## config.mk

```make
export PLATFORM = sky130hd
export DESIGN_NAME = ps2_kbd_tx_flat
export DESIGN_NICKNAME = d
export VERILOG_FILES = /design/src/rtl/ps2_kbd_tx_pkg.sv /design/src/rtl/ps2_kbd_tx_if.sv /design/src/rtl/ps2_kbd_tx_fifo.sv /design/src/rtl/ps2_kbd_tx.sv /design/src/flat_wrapper.sv
export SDC_FILE = /design/constraint.sdc
export NUM_CORES = 1
export LEC_CHECK = 0
export CAP_MARGIN = 40
export CORE_UTILIZATION = 57
export CTS_BUF_LIST = sky130_fd_sc_hd__clkbuf_8 sky130_fd_sc_hd__clkbuf_16
export DETAILED_ROUTE_END_ITERATION = 12
export DONT_BUFFER_PORTS = 1
export PLACE_DENSITY_LB_ADDON = 0.15
export SYNTH_ARGS = -nofsm -noshare
export SYNTH_HDL_FRONTEND = slang
export SYNTH_SLANG_ARGS = --single-unit
```

## constraint.sdc

```tcl
create_clock -name clk -period 2.92 [get_ports clk]
set_input_delay 0.584 -clock clk [delete_from_list [all_inputs] [get_ports clk]]
set_output_delay 0.584 -clock clk [all_outputs]
set_load 0.02 [all_outputs]
```

## src/rtl/ps2_kbd_tx_pkg.sv

```systemverilog
// Shared definitions for the PS/2 keyboard-side transmitter: FSM state
// encoding, frame geometry and the frame builder used when a byte is loaded.
package ps2_kbd_tx_pkg;

   typedef enum logic [1:0] {
      ST_IDLE = 2'd0,
      ST_LOAD = 2'd1,
      ST_BIT  = 2'd2,
      ST_GAP  = 2'd3
   } tx_state_t;

   localparam int PS2_FRAME_BITS = 11;
   localparam int PS2_STOP_IDX   = 10;

   typedef logic [PS2_FRAME_BITS-1:0] ps2_frame_t;

   // Frame in transmit order from bit 0: start 0, D0..D7, odd parity, stop 1.
   function automatic ps2_frame_t build_frame(input logic [7:0] d);
      return {1'b1, ~^d, d, 1'b0};
   endfunction

endpackage

```

## src/rtl/ps2_kbd_tx_if.sv

```systemverilog
// Valid/ready byte stream feeding scancodes into the PS/2 transmitter.
interface ps2_kbd_tx_if;
   logic [7:0] tx_data;
   logic       tx_valid;
   logic       tx_ready;

   modport master (output tx_data, output tx_valid, input tx_ready);
   modport slave  (input tx_data, input tx_valid, output tx_ready);
endinterface

```

## src/rtl/ps2_kbd_tx_fifo.sv

```systemverilog
// Small synchronous FIFO holding queued scancodes. The head is peeked while a
// frame is in flight and only popped once the stop bit has gone out.
module ps2_kbd_tx_fifo #(
   parameter int FIFO_AW = 3
) (
   input  logic               clk,
   input  logic               reset,
   input  logic               push,
   input  logic [7:0]         push_data,
   input  logic               pop,
   output logic [7:0]         head,
   output logic               full,
   output logic               empty,
   output logic [FIFO_AW:0]   level
);

   localparam int DEPTH = 1 << FIFO_AW;

   logic [7:0]         mem [DEPTH];
   logic [FIFO_AW-1:0] wr_ptr;
   logic [FIFO_AW-1:0] rd_ptr;
   logic               push_ok;
   logic               pop_ok;

   assign full    = (level == (FIFO_AW+1)'(DEPTH));
   assign empty   = (level == '0);
   assign push_ok = push && !full;
   assign pop_ok  = pop && !empty;
   assign head    = mem[rd_ptr];

   // Storage array: written on accepted push only.
   // NOTE: the data array carries no reset; flushing is done by clearing the pointers and level.
   always_ff @(posedge clk) begin
      if (push_ok) mem[wr_ptr] <= push_data;
   end

   // Pointers and occupancy; push and pop in one cycle leave the level unchanged.
   // NOTE: sequential state is updated with non-blocking assignments so every register samples pre-edge values.
   always_ff @(posedge clk) begin
      if (reset) begin
         wr_ptr <= '0;
         rd_ptr <= '0;
         level  <= '0;
      end else begin
         if (push_ok) wr_ptr <= wr_ptr + FIFO_AW'(1);
         if (pop_ok)  rd_ptr <= rd_ptr + FIFO_AW'(1);
         case ({push_ok, pop_ok})
            2'b10:   level <= level + (FIFO_AW+1)'(1);
            2'b01:   level <= level - (FIFO_AW+1)'(1);
            default: level <= level;
         endcase
      end
   end

endmodule

```

## src/rtl/ps2_kbd_tx.sv

```systemverilog
// PS/2 device-side transmitter: drains the scancode FIFO and serialises each
// byte as an 11-bit frame, generating both ps2_clk and ps2_dat from registers.
module ps2_kbd_tx
   import ps2_kbd_tx_pkg::*;
#(
   parameter int HALF_PER = 500,
   parameter int GAP_CYC  = 2000,
   parameter int FIFO_AW  = 3
) (
   input  logic             clk,
   input  logic             reset,
   ps2_kbd_tx_if.slave      tx,
   input  logic             inhibit,
   output logic             ps2_clk,
   output logic             ps2_dat,
   output logic             busy,
   output logic [FIFO_AW:0] fifo_level
);

   localparam int CW = (HALF_PER > 1) ? $clog2(HALF_PER) : 1;
   localparam int GW = $clog2(GAP_CYC + 1);
   localparam logic [3:0] STOP_IDX = 4'(PS2_STOP_IDX);

   tx_state_t  state, state_n;
   logic [CW-1:0] cnt, cnt_n;
   logic [GW-1:0] gap_cnt, gap_cnt_n;
   logic [3:0]    idx, idx_n;
   logic          phase_lo, phase_lo_n;
   ps2_frame_t    shreg, shreg_n;
   logic          clk_n, dat_n;
   logic          pop;
   logic [7:0]    head;
   logic          full;
   logic          empty;

   ps2_kbd_tx_fifo #(.FIFO_AW(FIFO_AW)) u_fifo (
      .clk       (clk),
      .reset     (reset),
      .push      (tx.tx_valid),
      .push_data (tx.tx_data),
      .pop       (pop),
      .head      (head),
      .full      (full),
      .empty     (empty),
      .level     (fifo_level)
   );

   assign tx.tx_ready = !full;
   assign busy        = (state != ST_IDLE);

   // Register stage for the FSM, timing counters, shift register and both PS/2 lines.
   always_ff @(posedge clk) begin
      if (reset) begin
         state    <= ST_IDLE;
         cnt      <= '0;
         gap_cnt  <= '0;
         idx      <= '0;
         phase_lo <= 1'b0;
         shreg    <= '1;
         ps2_clk  <= 1'b1;
         ps2_dat  <= 1'b1;
      end else begin
         state    <= state_n;
         cnt      <= cnt_n;
         gap_cnt  <= gap_cnt_n;
         idx      <= idx_n;
         phase_lo <= phase_lo_n;
         shreg    <= shreg_n;
         ps2_clk  <= clk_n;
         ps2_dat  <= dat_n;
      end
   end

   // Next-state logic: start, per-half-period clocking, bit advance, abort and gap.
   // NOTE: every output of this block gets a default first, so no path can infer a latch.
   always_comb begin
      state_n    = state;
      cnt_n      = cnt;
      gap_cnt_n  = gap_cnt;
      idx_n      = idx;
      phase_lo_n = phase_lo;
      shreg_n    = shreg;
      clk_n      = ps2_clk;
      dat_n      = ps2_dat;
      pop        = 1'b0;

      case (state)
         ST_IDLE: begin
            if (!empty && !inhibit) state_n = ST_LOAD;
         end

         ST_LOAD: begin
            shreg_n    = build_frame(head);
            dat_n      = 1'b0;
            clk_n      = 1'b1;
            cnt_n      = CW'(HALF_PER - 1);
            idx_n      = '0;
            phase_lo_n = 1'b0;
            state_n    = ST_BIT;
         end

         ST_BIT: begin
            if (inhibit && !(idx == STOP_IDX && phase_lo)) begin
               // Host pulled the clock: drop the frame, keep the byte for a retry.
               clk_n     = 1'b1;
               dat_n     = 1'b1;
               gap_cnt_n = GW'(GAP_CYC - 1);
               state_n   = ST_GAP;
            end else if (cnt != '0) begin
               cnt_n = cnt - CW'(1);
            end else if (!phase_lo) begin
               phase_lo_n = 1'b1;
               clk_n      = 1'b0;
               cnt_n      = CW'(HALF_PER - 1);
            end else if (idx == STOP_IDX) begin
               pop       = 1'b1;
               clk_n     = 1'b1;
               dat_n     = 1'b1;
               gap_cnt_n = GW'(GAP_CYC - 1);
               state_n   = ST_GAP;
            end else begin
               idx_n      = idx + 4'd1;
               shreg_n    = {1'b1, shreg[PS2_FRAME_BITS-1:1]};
               dat_n      = shreg[1];
               clk_n      = 1'b1;
               phase_lo_n = 1'b0;
               cnt_n      = CW'(HALF_PER - 1);
            end
         end

         ST_GAP: begin
            if (gap_cnt == '0) state_n = ST_IDLE;
            else               gap_cnt_n = gap_cnt - GW'(1);
         end

         default: state_n = ST_IDLE;
      endcase
   end

endmodule
```

## src/flat_wrapper.sv

```systemverilog
// flat-port wrapper written by rule: the top's interface ports become plain ports
module ps2_kbd_tx_flat import ps2_kbd_tx_pkg::*;
#(
   parameter int HALF_PER = 500,
   parameter int GAP_CYC  = 2000,
   parameter int FIFO_AW  = 3
)
  (clk, reset, inhibit, ps2_clk, ps2_dat, busy, fifo_level, tx_tx_data, tx_tx_valid, tx_tx_ready);
  ps2_kbd_tx_if tx_i ();
  input  logic clk;
  input  logic reset;
  input  logic inhibit;
  output logic ps2_clk;
  output logic ps2_dat;
  output logic busy;
  output logic [FIFO_AW:0] fifo_level;
  input wire logic [$bits(tx_i.tx_data)-1:0] tx_tx_data;
  input wire logic [$bits(tx_i.tx_valid)-1:0] tx_tx_valid;
  output wire logic [$bits(tx_i.tx_ready)-1:0] tx_tx_ready;
  assign tx_i.tx_data = tx_tx_data;
  assign tx_i.tx_valid = tx_tx_valid;
  assign tx_tx_ready = tx_i.tx_ready;
  ps2_kbd_tx #(.HALF_PER(HALF_PER), .GAP_CYC(GAP_CYC), .FIFO_AW(FIFO_AW)) u_core (.clk(clk), .reset(reset), .tx(tx_i), .inhibit(inhibit), .ps2_clk(ps2_clk), .ps2_dat(ps2_dat), .busy(busy), .fifo_level(fifo_level));
endmodule
```

==> flow_summary_export.csv, run 1 <==
group,metric,value,unit
setup_path,cpMaxStageDelayCell,"nor4bb_1",
layout,layout.cells.non_filler,560,
outcome,status,"finished clean",
die,die-width,97.2,um
sta,setup_viol,0,
layout,antennaDiodeCount,0,
power,power_density,916,nW/um^2
sta,final_hold_viol_count,0,
grt,track_usage,22.8,%
sta,hold_slack,0.142,ns
sta,period_share,94.4,%
synthesis,syn_area_per_cell,12.2,um^2
die,dieHeight,97.2,um
setup_path,cp_top_family,"simple AND/OR/NAND/NOR gates",
clock_tree,clock_latency,0.51,ns
setup_path,startpoint_type,"flip-flop",
layout,layout_common_cells,"edfxtp_1 (64), dfxtp_1 (51), nor2_1 (34)",
min_path,min_path_type,"primary input to flip-flop",
clock_tree,cts_tree,"built",
setup_path,worstSetupPathType,"flip-flop to flip-flop",
grt,grt_pass1_vias,3314,
routing,via_count,3307,
sta,relSlewSlack,51.6,%
setup_path,cpPeakStageDelay,0.33,ns
setup_path,cp_common_cell,"a21oi_1",
power,p_leak,0.00212,uW
routing,post_drt_via_cell_ratio,5.91,
place,dp.cells,527,
place,port-buffer-count,0,
die,coreArea,8760,um^2
synthesis,ys_warn_count,0,
die,start_util,58.9,%
routing,routed_wl,10000,um
clock_tree,cts_sinks,115,
layout,fin_nets,464,
die,die_area,9440,um^2
routing,ant_nets,0,
sta,period_minus_slack,2.76,ns
sta,clock.fmax,363,MHz
grt,grtUsageMet1,27.7,%
clock_tree,cts_buffers,17,
place,dpl_worst_slack,0.0556,ns
setup_path,r2r_cells,11,
sta,fin_skew,0.00639,ns
power,fin_total_pwr,5460,uW
die,fp-row-count,34,
min_path,min_from,"reset",
min_path,holdPathStages,1,
clock_tree,cts_htree_levels,4,
flow_run,cap_violations,0,
synthesis,synth_flop_cell,"edfxtp_1",
setup_path,regToRegSetupSlack,0.16,ns
clock_tree,cts_hold_buf,0,
setup_path,cp_max_fo,5,
grt,grt_start_max_net_pins,51,
synthesis,synth_top_area_share,37.2,%
setup_path,crit_chain,"inv_1 > ha_1 > nor4b_4 > nand4_1 > nor2_2 > ha_2 > nor4bb_1 > a21oi_1 > o22a_1 > or3_1 > a21oi_1",
setup_path,critPathBufInv,1,
synthesis,yosys.cell_types.count,50,
setup_path,r2r_start,"u_core.cnt[0]",
synthesis,yosysSeqAreaShare,57.0,%
power,peakVddDrop,707,uV
synthesis,synth_nets,447,
setup_path,crit_arrival,3.19,ns
synthesis,synthesis.area,5160,um^2
routing,wl_per_cell,17.9,um
routing,drtPass1Iterations,4,
synthesis,yosysTopAreaCell,"edfxtp_1",
min_path,min_to,"u_core.gap_cnt[9]",
setup_path,worstSetupEndpointType,"flip-flop",
synthesis,synth_seq_cells,115,
synthesis,synth-edff-count,64,
synthesis,synthArstFlopShare,0,%
grt,grt_use_met2,38.0,%
synthesis,synthTopCellsByArea,"edfxtp_1 (37%), dfxtp_1 (20%), mux4_1 (8.1%)",
layout,final_common_cell,"edfxtp_1",
die,io_pins,20,
layout,area_growth,15.4,%
layout,layout-drive-gt1-share,14.2,%
grt,grt_overflow_total,0,
grt,gr-max-usage-layer,"met2",
sta,drv_slew,0,
setup_path,cp.required,3.35,ns
clock_tree,clk_path_buf_depth,2,
synthesis,netlist_instances,422,
sta,setup_slack,0.162,ns
place,gp_congestion,0.797,
routing,drt_iter0_markers,151,
routing,drc,0,
grt,use_met3,7.55,%
clock_tree,clk_pin_slew_worst_paths,0.06,ns
setup_path,worstReg2RegEnd,"u_core.u_fifo.level[3]",
place,hpwlAfterDp,6120,um
clock_tree,cts_root_buf,"clkbuf_8",
grt,antenna_found_initial,0,
sta,worst_pin_slew,0.725,ns
grt,grt_first_pass_wirelength,16400,um
## cell families (layout without fill, tap and decap cells)
kind of cell	count (synthesis)	count (layout)	share of synthesized area, %
and+or+nand+nor	140	140	14.1
DFF	115	115	57.0
AOI/OAI and AO/OA	75	75	8.99
buffers and inverters	31	61	2.79
muxes	27	27	10.3
xor gates and xnor gates	21	21	3.71
adders and majority gates	13	13	3.15
## state kept, by name, indices dropped and copies added, names as in the netlist, 2 cells and up, named ones only
signal / count
u_core.u_fifo.mem: 64
u_core.gap_cnt: 11
u_core.cnt: 9
u_core.shreg: 9
u_core.idx: 4
u_core.u_fifo.level: 4
u_core.u_fifo.rd_ptr: 3
u_core.u_fifo.wr_ptr: 3
u_core.state: 2
## timing repair
action	CTS	global route
endpoints found under the hold margin	0	0
setup buffers	0	1
resized for setup	0	4
setup endpoints to repair	0	2
## through the flow
| stage | utilization [%] | TNS, ns | cell area, um^2 |
|---|---|---|---|
| after global placement | 60.7 | 0 | 5320 |
| after floorplan | - | 0 | 5160 |
| after detailed placement | 60.7 | 0 | 5320 |
| final | 68.0 | 0 | 5960 |
| after CTS | 67.7 | 0 | 5930 |
| after global routing | 68.0 | -0.0504 | 5960 |
## cell usage after synthesis (3+ instances only)
| cell | number |
|---|---|
| a211o_1 | 9 |
| a211oi_1 | 4 |
| a21oi_1 | 26 |
| a311oi_1 | 4 |
| a31oi_1 | 5 |
| buf_2 | 3 |
| clkbuf_1 | 15 |
| dfxtp_1 | 51 |
| edfxtp_1 | 64 |
| ha_1 | 13 |
| inv_1 | 11 |
| mux2i_1 | 10 |
| mux4_1 | 16 |
| nand2_1 | 32 |
| nand2b_1 | 7 |
| nand3_1 | 16 |
| nand4_1 | 3 |
| nor2_1 | 35 |
| nor2b_1 | 3 |
| nor3_1 | 12 |
| nor4_1 | 7 |
| o21ai_0 | 19 |
| or3_1 | 6 |
| xnor2_1 | 8 |
| xor2_1 | 12 |
## final cells by class
cell class	instances	area, um^2
timing repair buffer	18	135
sequential	115	2940
multi-input combinational	276	2100
inverter	11	41.3
tap	108	135
fill	637	2810
clock inverter	15	193
clock buffer	17	414
## routing by layer
layer / part of all wire (%) / up-vias
met5: 0 / -
met4: 1.2 / 0
met3: 4.2 / 11
met2: 51 / 65
met1: 44 / 1603
li1: - / 1628
## where the power goes
group,switching [uW],total [uW],internal [uW]
registers,159,2060,1900
logic,750,1300,546
clock network,783,2110,1320
total,1690,5460,3770
## worst max path at each step
stage,startpoint,end,slack (ns),cells after the start
finish,u_core.cnt[0],u_core.u_fifo.level[3],0.16,11
CTS,u_core.cnt[0],u_core.u_fifo.level[3],0.02,11
floorplan,u_core.cnt[0],u_core.u_fifo.level[3],0.33,11
global route,u_core.cnt[0],u_core.u_fifo.level[3],-0.05,11
detailed placement,u_core.cnt[0],u_core.u_fifo.level[3],0.06,11
global placement,u_core.cnt[0],u_core.u_fifo.level[3],0.21,11
Note: power is estimated with default switching activity, not from simulation.
==> run 2, diff against run 1 <==
--- a/config.mk
+++ b/config.mk
@@ -11,6 +11,7 @@
 export DETAILED_ROUTE_END_ITERATION = 12
 export DONT_BUFFER_PORTS = 1
 export PLACE_DENSITY_LB_ADDON = 0.15
+export RECOVER_POWER = 25
 export SYNTH_ARGS = -nofsm -noshare
 export SYNTH_HDL_FRONTEND = slang
 export SYNTH_SLANG_ARGS = --single-unit
==> constraint.sdc (replaced) <==
create_clock -name clk -period 2.44 [get_ports clk]
set_input_delay 0.488 -clock clk [delete_from_list [all_inputs] [get_ports clk]]
set_output_delay 0.488 -clock clk [all_outputs]
set_load 0.02 [all_outputs]
==> flow_summary_export.csv, run 2 (synthesized netlist as in run 1, its figures left out) <==
group,metric,value,unit
sta,setup_slack,0.0656,ns
clock_tree,clock_latency,0.50,ns
die,dieHeight,97.2,um
setup_path,cp_common_cell,"ha_4",
die,die_area,9440,um^2
layout,layout_common_cells,"edfxtp_1 (64), dfxtp_1 (48), buf_4 (36)",
sta,rsz0062_at_grt,"true",
sta,relSlewSlack,62.7,%
routing,drtPass1Iterations,4,
sta,period_share,97.3,%
layout,fin_nets,484,
clock_tree,cts_sinks,115,
power,peakVddDrop,568,uV
setup_path,cpMaxStageDelayCell,"or3_1",
layout,fillers,584,
layout,layout-drive-gt1-share,21.2,%
outcome,status,"finished clean",
routing,via_count,3416,
flow_run,cap_violations,0,
setup_path,worstReg2RegEnd,"u_core.u_fifo.level[2]",
sta,period_minus_slack,2.37,ns
min_path,min_to,"u_core.cnt[0]",
sta,clock.fmax,421,MHz
place,gp_congestion,0.811,
layout,layout.cells.non_filler,580,
sta,fin_skew,0.00732,ns
layout,regArea,2950,um^2
grt,grt_first_pass_wirelength,16200,um
die,start_util,58.9,%
grt,grt_pass1_vias,3318,
sta,worst_pin_slew,0.559,ns
layout,top_register,"u_core.u_fifo.mem",
sta,tns,0,ns
place,port-buffer-count,0,
sta,final_hold_viol_count,0,
clock_tree,cts_htree_levels,4,
min_path,holdPathStages,1,
clock_tree,cts_tree,"built",
clock_tree,clk_pin_slew_worst_paths,0.06,ns
grt,grt_start_max_net_pins,51,
die,fp-row-count,34,
grt,antenna_found_initial,0,
layout,largest_register_ffs,64,
die,coreArea,8760,um^2
min_path,min_path_type,"primary input to flip-flop",
layout,area_growth,20.5,%
setup_path,critical_path_depth,12,
routing,drt_iter0_markers,185,
setup_path,cpPeakStageDelay,0.33,ns
die,die-width,97.2,um
place,dp.cells,545,
sta,setup_viol,0,
setup_path,cp.required,2.88,ns
clock_tree,cts_buffers,17,
place,dpl_worst_slack,-0.0598,ns
min_path,min_from,"reset",
routing,routed_wl,9780,um
clock_tree,cts_root_buf,"clkbuf_8",
setup_path,crit_arrival,2.82,ns
setup_path,regToRegSetupSlack,0.07,ns
place,hpwlAfterDp,6210,um
setup_path,critPathBufInv,1,
setup_path,cp_top_family,"simple AND/OR/NAND/NOR gates",
grt,grt_overflow_total,0,
setup_path,crit_start,"u_core.cnt[0]",
setup_path,startpoint_type,"flip-flop",
setup_path,r2r_cells,12,
layout,multi_input_area,2180,um^2
setup_path,cp_max_fo,3,
die,io_pins,20,
layout,antennaDiodeCount,0,
routing,post_drt_via_cell_ratio,5.89,
layout,largestRegisters,"u_core.u_fifo.mem (64), u_core.gap_cnt (11)",
setup_path,crit_chain,"inv_2 > ha_4 > nor4b_4 > nand4_1 > nor2_2 > ha_4 > xor2_2 > ha_1 > a21oi_1 > xor2_1 > or3_1 > a21oi_2",
grt,track_usage,22.1,%
setup_path,worstSetupPathType,"flip-flop to flip-flop",
routing,ant_nets,0,
power,power_density,1070,nW/um^2
power,p_leak,0.00224,uW
layout,final_common_cell,"edfxtp_1",
setup_path,worstSetupEndpointType,"flip-flop",
routing,drc,0,
clock_tree,clk_path_buf_depth,2,
sta,hold_slack,0.0403,ns
sta,drv_slew,0,
setup_path,r2r_start,"u_core.cnt[0]",
routing,wl_per_cell,16.9,um
run 2: worst reg2reg max path, cell delays in order, from the launching register on:
cell and delay (ns):
dfxtp_2 0.32, inv_2 0.07, ha_4 0.12, nor4b_4 0.20
nand4_1 0.22, nor2_2 0.24, ha_4 0.19, xor2_2 0.15
ha_1 0.16, a21oi_1 0.05, xor2_1 0.15, or3_1 0.33
a21oi_2 0.11
run 2: worst max path at each step:
| stage | to | slack, ns |
|---|---|---|
| 3_3_place_gp | u_core.u_fifo.level[3] | 0.07 |
| 3_5_place_dp | u_core.u_fifo.level[3] | -0.06 |
| 6_report | u_core.u_fifo.level[2] | 0.07 |
| 2_1_floorplan | u_core.u_fifo.level[3] | -0.02 |
| 5_1_grt | u_core.u_fifo.level[2] | -0.09 |
| 4_1_cts | u_core.u_fifo.level[3] | 0.02 |
run 2: layout make-up:
| type | instances | share of cell area [%] |
|---|---|---|
| flip-flops and latches | 115 | 47.4 |
| well taps | 108 | 2.17 |
| clock inverters | 15 | 3.14 |
| clock buffers | 17 | 6.66 |
| repair buffers | 38 | 4.85 |
| multi-input cells | 276 | 35.1 |
| inverters | 11 | 0.664 |
run 2: what timing repair did:
item,CTS,global route
setup endpoints to repair,1,2
resized for setup,5,17
buffers inserted,2,1
pin swaps,3,5
hold buffers,0,0
run 2: power breakdown:
group          total (uW)  switching, uW  internal, uW
sequential           2460            184          2270
combinational        1690            937           758
clock                2530            940          1590
total                6680           2060          4620
run 2: stage by stage:
| step | instance area [um^2] | total power [uW] | utilization (%) |
|---|---|---|---|
| 4_1_cts | 6140 | 6670 | 70.1 |
| 2_1_floorplan | 5190 | 3710 | - |
| 5_1_grt | 6220 | 7020 | 71.0 |
| 3_3_place_gp | 5500 | 4080 | 62.7 |
| 3_5_place_dp | 5500 | 4130 | 62.7 |
| 6_report | 6220 | 6680 | 71.0 |
run 2: layer usage:
layer / up-vias / global-route usage, % / wire (um)
met4: 0 / 9.53 / 157
met2: 66 / 37.2 / 4850
met5: - / 0 / 0
li1: 1666 / - / -
met1: 1667 / 27.7 / 4450
met3: 17 / 4.53 / 320
==> run 3, diff against run 2 <==
--- a/config.mk
+++ b/config.mk
@@ -10,6 +10,7 @@
 export CTS_BUF_LIST = sky130_fd_sc_hd__clkbuf_8 sky130_fd_sc_hd__clkbuf_16
 export DETAILED_ROUTE_END_ITERATION = 12
 export DONT_BUFFER_PORTS = 1
+export GPL_TIMING_DRIVEN = 0
 export PLACE_DENSITY_LB_ADDON = 0.15
 export RECOVER_POWER = 25
 export SYNTH_ARGS = -nofsm -noshare
==> flow_summary_export.csv, run 3 (synthesized netlist as in run 1, its figures left out) <==
group,metric,value,unit
layout,multi_input_area,2220,um^2
grt,grt_start_max_net_pins,17,
layout,regArea,2950,um^2
routing,routed_wl,10700,um
power,peakVddDrop,570,uV
clock_tree,cts_tree,"built",
clock_tree,clk_pin_slew_worst_paths,0.06,ns
layout,largestRegisters,"u_core.u_fifo.mem (64), u_core.gap_cnt (11)",
clock_tree,clk_path_buf_depth,2,
min_path,min_path_type,"primary input to flip-flop",
sta,setup_slack,-0.0616,ns
setup_path,critPathBufInv,1,
setup_path,cp.required,2.88,ns
setup_path,cpMaxStageDelayCell,"dfxtp_2",
die,fp-row-count,34,
setup_path,crit_chain,"inv_2 > ha_4 > nor4b_4 > nand4_1 > nor2_4 > ha_4 > xor2_1 > ha_2 > a21oi_2 > xor2_1 > or3_1 > a21oi_1",
layout,antennaDiodeCount,0,
clock_tree,cts_root_buf,"clkbuf_8",
die,die_area,9440,um^2
setup_path,cp_max_fo,5,
sta,worst_pin_slew,0.885,ns
clock_tree,cts_htree_levels,4,
die,die-width,97.2,um
sta,fin_skew,0.0121,ns
sta,relSlewSlack,40.8,%
setup_path,worstReg2RegEnd,"u_core.u_fifo.level[2]",
layout,area_growth,18.8,%
power,p_leak,0.00216,uW
sta,rsz0062_at_grt,"true",
setup_path,r2r_cells,12,
routing,drc,0,
routing,via_count,3398,
layout,final_common_cell,"edfxtp_1",
routing,post_drt_via_cell_ratio,5.92,
grt,grt_pass1_vias,3326,
layout,fillers,605,
power,power_density,1070,nW/um^2
setup_path,startpoint_type,"flip-flop",
die,io_pins,20,
layout,largest_register_ffs,64,
sta,clock.fmax,400,MHz
clock_tree,cts_buffers,17,
place,port-buffer-count,0,
power,fin_total_pwr,6570,uW
grt,track_usage,24.6,%
sta,hold_slack,0.0633,ns
min_path,min_from,"tx_tx_data[1]",
grt,antenna_found_initial,0,
routing,drt_iter0_markers,213,
die,coreArea,8760,um^2
sta,final_hold_viol_count,0,
setup_path,worstSetupPathType,"flip-flop to flip-flop",
setup_path,crit_end,"u_core.u_fifo.level[2]",
sta,drv_slew,0,
routing,wl_per_cell,18.7,um
sta,setup_viol,1,
clock_tree,clock_latency,0.52,ns
outcome,violations,"setup timing",
setup_path,r2r_start,"u_core.cnt[0]",
routing,drtPass1Iterations,5,
clock_tree,cts_sinks,115,
outcome,status,"finished with violations",
setup_path,crit_start,"u_core.cnt[0]",
die,dieHeight,97.2,um
setup_path,crit_arrival,2.94,ns
layout,layout-drive-gt1-share,18.9,%
setup_path,cp_top_family,"simple AND/OR/NAND/NOR gates",
setup_path,critical_path_depth,12,
place,gp_congestion,0.793,
setup_path,worstSetupEndpointType,"flip-flop",
flow_run,cap_violations,0,
layout,fin_nets,478,
die,start_util,58.9,%
clock_tree,cts_hold_buf,0,
grt,grt_first_pass_wirelength,17300,um
sta,period_minus_slack,2.50,ns
place,hpwlAfterDp,6500,um
layout,top_register,"u_core.u_fifo.mem",
routing,ant_nets,0,
layout,layout_common_cells,"edfxtp_1 (64), dfxtp_1 (46), nor2_1 (32)",
grt,grt_overflow_total,0,
setup_path,cpPeakStageDelay,0.32,ns
sta,period_share,103,%
setup_path,regToRegSetupSlack,-0.06,ns
## run 3: cell types whose count changed in the layout (fill, tap and decap cells not counted), moves of 2 or more
| cell | previous run | this run |
|---|---|---|
| buf_2 | 0 | 4 |
| buf_4 | 36 | 12 |
| clkbuf_1 | 0 | 12 |
| clkinv_4 | 3 | 5 |
| dfxtp_1 | 48 | 46 |
| dfxtp_2 | 3 | 5 |
| inv_1 | 8 | 10 |
| nor2_1 | 34 | 32 |
| o21ai_2 | 0 | 2 |
## run 3: worst min-delay path by stage
stage,slack [ns],endpoint,cells after the start
floorplan,0.43,u_core.shreg[2],1
CTS,0.04,u_core.u_fifo.mem[1][1],0
global placement,0.44,u_core.shreg[2],1
finish,0.06,u_core.u_fifo.mem[1][1],0
detailed placement,0.44,u_core.shreg[2],1
global route,0.03,u_core.u_fifo.mem[1][6],0
## run 3: worst register-to-register path, cell delays in order, from the launching register on
cell and delay (ns):
dfxtp_2 0.32, inv_2 0.07, ha_4 0.13, nor4b_4 0.28, nand4_1 0.27, nor2_4 0.22, ha_4 0.16, xor2_1 0.15
ha_2 0.19, a21oi_2 0.04, xor2_1 0.15, or3_1 0.31, a21oi_1 0.13
## run 3: layer usage
layer  GRT usage, %  share of wire [%]  wire length, um  vias up
li1               -                  -                -     1660
met1           30.2                 43             4630     1647
met2           40.6                 51             5520       75
met3           6.69                3.7              397       16
met4           11.0                1.8              197        0
met5              0                  0                0        -
## run 3: area by class of cell
| type | instances | area share [%] |
|---|---|---|
| repair buffers | 13 | 1.55 |
| multi-input cells | 276 | 36.2 |
| clock inverters | 15 | 2.80 |
| plain buffers | 19 | 1.69 |
| flip-flops and latches | 115 | 48.1 |
| inverters | 11 | 0.673 |
| well taps | 108 | 2.20 |
| clock buffers | 17 | 6.76 |
## run 3: timing repair
action	in CTS	in global routing
resized for setup	19	16
endpoints found under the setup margin	34	21
setup buffers	7	3
pin swaps	7	3
## run 3: power breakdown
part | internal [uW] | total, uW | switching [uW]
registers | 2280 | 2480 | 209
logic | 685 | 1640 | 952
clock network | 1480 | 2450 | 966
## run 3: metrics by stage
stage	utilization [%]	TNS (ns)	worst slack [ns]	area [um^2]	instances
CTS	69.0	-0.0364	-0.0364	6050	572
global route	70.0	-0.625	-0.218	6130	574
global placement	60.8	-8.24	-0.331	5320	530
detailed placement	61.0	-5.16	-0.361	5340	533
floorplan	-	-0.0180	-0.0180	5190	422
finish	70.0	-0.0616	-0.0616	6130	574
